## src/rtl/mac_array_pkg.sv

```systemverilog
// rtl/mac_array_pkg.sv - shared types and the saturating adder for mac_array
package mac_array_pkg;

    typedef enum logic [1:0] {
        ST_ACCUM = 2'd0,
        ST_DRAIN = 2'd1,
        ST_DONE  = 2'd2
    } mac_state_t;

    // Widest accumulator the adder supports; callers zero-extend into this width.
    localparam int unsigned SAT_MAX_W = 63;
    localparam int unsigned SAT_IDX_W = 6;

    typedef struct packed {
        logic                 ovf;
        logic [SAT_MAX_W-1:0] sum;
    } sat_add_t;

    // Exact (width+1)-bit add of two width-bit values, wrapping or clamping on overflow.
    function automatic sat_add_t sat_add(
        input logic [SAT_MAX_W-1:0] acc,
        input logic [SAT_MAX_W-1:0] addend,
        input int unsigned          width,
        input logic                 is_signed,
        input logic                 saturate
    );
        logic [SAT_MAX_W-1:0] mask;
        logic [SAT_MAX_W:0]   a_x;
        logic [SAT_MAX_W:0]   b_x;
        logic [SAT_MAX_W:0]   full;
        sat_add_t             r;
        mask = {SAT_MAX_W{1'b1}} >> (SAT_MAX_W - width);
        a_x  = {1'b0, acc & mask};
        b_x  = {1'b0, addend & mask};
        if (is_signed) begin
            if (acc[SAT_IDX_W'(width - 1)])    a_x = a_x | {1'b1, ~mask};
            if (addend[SAT_IDX_W'(width - 1)]) b_x = b_x | {1'b1, ~mask};
        end
        full = a_x + b_x;
        if (is_signed) r.ovf = full[SAT_IDX_W'(width)] ^ full[SAT_IDX_W'(width - 1)];
        else           r.ovf = full[SAT_IDX_W'(width)];
        r.sum = full[SAT_MAX_W-1:0] & mask;
        if (r.ovf && saturate) begin
            if (!is_signed)                 r.sum = mask;
            else if (full[SAT_IDX_W'(width)]) r.sum = mask ^ (mask >> 1);
            else                            r.sum = mask >> 1;
        end
        return r;
    endfunction

endpackage

```

## src/rtl/mac_lane.sv

```systemverilog
// rtl/mac_lane.sv - one lane: product register, accumulator, saturation and sticky overflow
module mac_lane
    import mac_array_pkg::*;
#(
    parameter int DATA_WIDTH = 8,
    parameter int ACC_WIDTH  = 24,
    parameter int SATURATE   = 0
) (
    input  logic                  clk,
    input  logic                  rst_n,
    input  logic                  clr_i,
    input  logic                  beat_i,
    input  logic                  mul_signed_i,
    input  logic                  acc_signed_i,
    input  logic                  consume_i,
    input  logic [DATA_WIDTH-1:0] a_i,
    input  logic [DATA_WIDTH-1:0] b_i,
    output logic [ACC_WIDTH-1:0]  acc_o,
    output logic                  ovf_o
);

    localparam int PW = 2 * DATA_WIDTH;

    logic [PW-1:0]        a_ext;
    logic [PW-1:0]        b_ext;
    logic [PW-1:0]        prod_d;
    logic [PW-1:0]        prod_q;
    logic                 prod_vld_q;
    logic [ACC_WIDTH-1:0] prod_ext;
    logic [ACC_WIDTH-1:0] acc_d;
    logic [ACC_WIDTH-1:0] acc_q;
    logic                 ovf_d;
    logic                 ovf_q;
    sat_add_t             add_res;

    // Low PW bits of the extended product are correct for both signed and unsigned operands.
    assign a_ext  = mul_signed_i ? {{DATA_WIDTH{a_i[DATA_WIDTH-1]}}, a_i} : {{DATA_WIDTH{1'b0}}, a_i};
    assign b_ext  = mul_signed_i ? {{DATA_WIDTH{b_i[DATA_WIDTH-1]}}, b_i} : {{DATA_WIDTH{1'b0}}, b_i};
    assign prod_d = a_ext * b_ext;

    always_ff @(posedge clk or negedge rst_n) begin
        if (!rst_n) begin
            prod_q     <= '0;
            prod_vld_q <= 1'b0;
        end else if (clr_i) begin
            prod_vld_q <= 1'b0;
        end else begin
            prod_vld_q <= beat_i;
            if (beat_i) prod_q <= prod_d;
        end
    end

    generate
        if (ACC_WIDTH > PW) begin : g_ext
            assign prod_ext = {{(ACC_WIDTH-PW){acc_signed_i & prod_q[PW-1]}}, prod_q};
        end else begin : g_noext
            assign prod_ext = prod_q;
        end
        if (ACC_WIDTH < SAT_MAX_W) begin : g_hi
            logic unused_sum_hi;
            assign unused_sum_hi = ^add_res.sum[SAT_MAX_W-1:ACC_WIDTH];
        end
    endgenerate

    assign add_res = sat_add(SAT_MAX_W'(acc_q), SAT_MAX_W'(prod_ext), ACC_WIDTH,
                             acc_signed_i, SATURATE != 0);

    always_comb begin
        acc_d = acc_q;
        ovf_d = ovf_q;
        if (clr_i || consume_i) begin
            acc_d = '0;
            ovf_d = 1'b0;
        end else if (prod_vld_q) begin
            acc_d = add_res.sum[ACC_WIDTH-1:0];
            ovf_d = ovf_q | add_res.ovf;
        end
    end

    always_ff @(posedge clk or negedge rst_n) begin
        if (!rst_n) begin
            acc_q <= '0;
            ovf_q <= 1'b0;
        end else begin
            acc_q <= acc_d;
            ovf_q <= ovf_d;
        end
    end

    assign acc_o = acc_q;
    assign ovf_o = ovf_q;

endmodule

```

## src/rtl/mac_array.sv

```systemverilog
// rtl/mac_array.sv - broadcast-A multi-lane dot-product engine with valid/ready result handshake
module mac_array
    import mac_array_pkg::*;
#(
    parameter int DATA_WIDTH = 8,
    parameter int NUM_LANES  = 4,
    parameter int VEC_LEN    = 8,
    parameter int ACC_WIDTH  = DATA_WIDTH * 3,
    parameter int SATURATE   = 0
) (
    input  logic                            clk,
    input  logic                            rst_n,
    input  logic                            Clr,
    input  logic                            sgn,
    input  logic                            in_valid,
    output logic                            in_ready,
    input  logic [DATA_WIDTH-1:0]           Ain,
    input  logic [NUM_LANES*DATA_WIDTH-1:0] Bin,
    output logic                            out_valid,
    input  logic                            out_ready,
    output logic [NUM_LANES*ACC_WIDTH-1:0]  Cout,
    output logic [NUM_LANES-1:0]            ovf
);

    localparam int CNT_W = (VEC_LEN > 1) ? $clog2(VEC_LEN) : 1;

    mac_state_t       state_q;
    mac_state_t       state_d;
    logic [CNT_W-1:0] cnt_q;
    logic [CNT_W-1:0] cnt_d;
    logic             mode_q;
    logic             mode_d;
    logic             beat;
    logic             first_beat;
    logic             last_beat;
    logic             consume;
    logic             mul_signed;

    assign in_ready   = (state_q == ST_ACCUM) && !Clr;
    assign out_valid  = (state_q == ST_DONE);
    assign beat       = in_valid && in_ready;
    assign first_beat = (cnt_q == '0);
    assign last_beat  = (cnt_q == CNT_W'(VEC_LEN - 1));
    // The first beat's product must already use the mode being latched on that beat.
    assign mul_signed = first_beat ? sgn : mode_q;

    always_comb begin
        state_d = state_q;
        cnt_d   = cnt_q;
        mode_d  = mode_q;
        consume = 1'b0;
        case (state_q)
            ST_ACCUM: begin
                if (beat) begin
                    if (first_beat) mode_d = sgn;
                    if (last_beat) state_d = ST_DRAIN;
                    else           cnt_d   = cnt_q + 1'b1;
                end
            end
            ST_DRAIN: state_d = ST_DONE;
            ST_DONE: begin
                if (out_ready) begin
                    consume = 1'b1;
                    cnt_d   = '0;
                    state_d = ST_ACCUM;
                end
            end
            default: state_d = ST_ACCUM;
        endcase
        if (Clr) begin
            state_d = ST_ACCUM;
            cnt_d   = '0;
        end
    end

    always_ff @(posedge clk or negedge rst_n) begin
        if (!rst_n) begin
            state_q <= ST_ACCUM;
            cnt_q   <= '0;
            mode_q  <= 1'b0;
        end else begin
            state_q <= state_d;
            cnt_q   <= cnt_d;
            mode_q  <= mode_d;
        end
    end

    generate
        for (genvar i = 0; i < NUM_LANES; i++) begin : g_lane
            mac_lane #(
                .DATA_WIDTH (DATA_WIDTH),
                .ACC_WIDTH  (ACC_WIDTH),
                .SATURATE   (SATURATE)
            ) u_lane (
                .clk          (clk),
                .rst_n        (rst_n),
                .clr_i        (Clr),
                .beat_i       (beat),
                .mul_signed_i (mul_signed),
                .acc_signed_i (mode_q),
                .consume_i    (consume),
                .a_i          (Ain),
                .b_i          (Bin[i*DATA_WIDTH +: DATA_WIDTH]),
                .acc_o        (Cout[i*ACC_WIDTH +: ACC_WIDTH]),
                .ovf_o        (ovf[i])
            );
        end
    endgenerate

endmodule

```

## config.mk

```make
export PLATFORM = sky130hd
export DESIGN_NAME = mac_array
export DESIGN_NICKNAME = d
export VERILOG_FILES = /design/src/rtl/mac_array_pkg.sv /design/src/rtl/mac_lane.sv /design/src/rtl/mac_array.sv
export SDC_FILE = /design/constraint.sdc
export NUM_CORES = 1
export LEC_CHECK = 0
export ABC_AREA = 1
export CAP_MARGIN = 0
export CORE_MARGIN = 4
export CORE_UTILIZATION = 62
export DETAILED_ROUTE_END_ITERATION = 16
export PLACE_DENSITY_LB_ADDON = 0.2
export SYNTH_ARGS = -nofsm -noshare
export SYNTH_HDL_FRONTEND = slang
export SYNTH_SLANG_ARGS = --single-unit
```

## constraint.sdc

```tcl
create_clock -name clk -period 7.2 [get_ports clk]
set_input_delay 1.44 -clock clk [delete_from_list [all_inputs] [get_ports clk]]
set_output_delay 1.44 -clock clk [all_outputs]
set_load 0.05 [all_outputs]
```

==> metrics.txt <==
Worst path most repeated cell=fa_1; Setup Slack @ Placement=-0.0563 ns; Die Area=46200 um^2; Power Total=12.7 mW; Clock Tree Buf Depth=2; cts repair resizes=0; ANT cells=0; VDD IR max=between 0.3 and 0.4 mV; sw frac=0.549; Routed Antenna Nets=0; aggregate global routing overflow=0; Area growth, synth to finish=10.0%; row count=75; Hold-fix buffers, CTS=0; Cell variety after synth=49; clock latency on the worst-skew pair=0.45 ns; die height=215 um; Post-Syn Area=between 20000 and 30000 um^2; Layout Skew=0.00879 ns; Clock Power Share=0.077; Final setup viols=0; Top FF cell, synth=dfrtp_1; Comb power frac=0.789; final period utilization=0.937; postcts setup bufs=0; Syn Nets=4320; Static Leak=17.4 nW; asr flop ratio synth=1.00; top fanout value on the critical path=29; fin worst setup slack=0.453 ns; delay-heaviest family, CP=adder cells; RSZ-0062 raised after global routing=false; Post-synth EDFFs=0; slowest stage cell on the critical path=fa_1; largest net degree at the start of global routing=around 110; H-tree depth=4; M1 WL=between 20000 and 30000 um; initial antenna violation count=0; die span in x=215 um; Clock Pin Slew Worst Setup and Hold Paths=0.06 ns; layout cell share with drive strength beyond 1=0.0358; wire length on met2=approximately 28000 um; CP max stage delay=0.62 ns; most frequent cells in the layout=nand2_1 (1046), inv_1 (822), ha_1 (317), fa_1 (276), a21oi_1 (197); gpl congestion=0.960; Worst Hold Slack=~0.47 ns; sequential power share=0.134; commonest non-fill, non-tap cell in the layout=nand2_1; sequential element share of the synthesized area=0.161; Post-Route Setup TNS=0 ns; drt drc=0; Yosys warning count=0; outcome=completed; top routing layer in use=met4; drt total wl=~63000 um; Crit path required time=7.54 ns; switching pwr=6.96 mW; core area=42100 um^2; Crit path arrival time=between 7 and 8 ns; port buffer count=147; DR WL/cell=14.5 um; Vias=23000; global-route wire length before repair=107000 um; vias in the first global route=22100; drt initial violations=roughly 1800; Layout Nets=4422; initial cell density of the core=0.631; Crit. End Element=flop; buffers and inverters on the worst path=6; critical path class=in -> reg; Synth Instances=~3700; met3 wire length=just over 4000 um; min cycle time layout=6.75 ns; GRT Overall Usage=0.277; max_slew headroom=0.212; routed vias/inst=5.31; # clock sinks=171; achievable clock frequency=0.148 GHz; total power per unit cell area=approximately 430 nW/um^2; final core occ=0.694; Avg Inst Size Synth=7.22 um^2; P_int=5.71 mW; Max-cap violations=0; CTS tree=built; clk root buf=clkbuf_16; startpoint types=input port; router iterations before antenna repair=5; critical path cell sequence=clkdlybuf4s50_1, buf_12, buf_4, inv_1, nor2_1, nand2_1, fa_1, fa_1, fa_1, fa_1, fa_1, fa_1, inv_1, ha_1, nand2_1, nor2_1, nand2_1, o211ai_1, a31oi_1, inv_1, nand3_1, nand3_1, nand2_1; Pins Over Slew Limit=0; CTS Buf Count=17; HPWL Detailed=between 50000 and 60000 um; worst slew pin tran=1.18 ns; final hold vios=0; Synth Register Bits=approximately 170; worst min-delay path class=reg -> reg; I/O pin count=148
-- through the flow --
stage          std cells  cell area (um^2)
2_1_floorplan       3681             26600
5_1_grt             4333             29200
4_1_cts             4333             29200
3_3_place_gp        4303             28600
3_5_place_dp        4303             28600
6_report            4333             29200
-- final timing paths --
path | start | endpoint | slack [ns] | cells past startpoint
max | Ain[7] | g_lane[0].u_lane.prod_q[15] | 0.45 | 23
min | g_lane[3].u_lane.prod_q[2] | g_lane[3].u_lane.prod_q[2] | 0.47 | 2
max reg2reg | cnt_q[0] | g_lane[2].u_lane.prod_q[14] | 1.26 | 25
min reg2reg | g_lane[3].u_lane.prod_q[2] | g_lane[3].u_lane.prod_q[2] | 0.47 | 2
max in group asynchronous | rst_n | g_lane[1].u_lane.prod_q[9] | 4.94 | 2
min in group asynchronous | rst_n | g_lane[0].u_lane.acc_o[17] | 1.00 | 1
-- logic make-up after synthesis --
group,synth area share
adder cells (fa/ha/maj),0.357
AND/OR/NAND/NOR,0.218
buffers and inverters,0.138
XOR/XNOR,0.0267
AO/OA/AOI/OAI,0.0991
flip-flops,0.161
-- cell usage after synthesis, types with 3 or more instances --
master       n  area (um^2)
fa_1       276         5530
inv_1      823         3090
nand4_1     11         68.8
xnor2_1     31          272
buf_1       11         41.3
o21bai_1    16          120
inv_2        5         18.8
o211ai_1     5         37.5
nor2_1     125          469
xor2_1      50          438
nand3_1    156          781
nor2_4       3         33.8
nand2_2     11         68.8
a31oi_1      9         56.3
clkbuf_2    14         70.1
or2_2       19          119
o21ai_1     20          100
a21oi_1    197          986
o22ai_1      3         18.8
o21a_1       6         45.0
buf_4        6         45.0
a21o_1      15          113
a31o_2       4         35.0
a22o_1       8         70.1
nor3_1      20          100
nor4_1       5         31.3
o21ai_0    160          801
dfrtp_1    171         4280
nor2_2       5         31.3
buf_2       24          120
buf_6        5         56.3
nand3b_1    11         82.6
a32o_1       4         40.0
nand2_1   1046         3930
clkbuf_1    52          195
o31ai_1     17          128
ha_1       317         3970
-- registers in the layout (all words and copies together) (netlist names) --
signal                    flops
g_lane.u_lane.acc_o          96
g_lane.u_lane.prod_q         64
g_lane.u_lane.ovf_o           4
cnt_q                         3
state_q                       2
g_lane.u_lane.prod_vld_q      1
mode_q                        1
-- worst reg2reg max path: cells and delay by family, from the launching register on --
| family | cells | cell delay (ns) |
|---|---|---|
| adder cells (fa/ha/maj) | 8 | 3.54 |
| AND/OR/NAND/NOR | 9 | 1.06 |
| buffers and inverters | 7 | 0.47 |
| AO/OA/AOI/OAI | 1 | 0.45 |
| flip-flops | 1 | 0.35 |
-- layout make-up --
type | count | area [um^2]
Clock inverter | 8 | 143
Inverter | 829 | 3110
Timing Repair Buffer | 196 | 1900
Tap cell | 539 | 674
Fill cell | 3647 | 12900
Sequential cell | 171 | 4280
Clock buffer | 22 | 464
Multi-Input combinational cell | 2568 | 18700
-- layer usage --
layer / global-route usage / up-vias
li1: - / 11500
met1: 0.412 / 10700
met2: 0.435 / 647
met3: 0.0384 / 79
met4: 0.0657 / 0
met5: 0 / -
-- power by group through the flow --
stage,sequential [mW],clock (mW),combinational (mW)
after floorplan,2.19,0,6.98
after global placement,1.69,0,9.62
after detailed placement,1.70,0,9.89
after CTS,1.68,0.992,9.96
after global routing,1.73,1.03,11.4
final,1.69,0.978,9.99
Power figures use the tool's default switching activity.
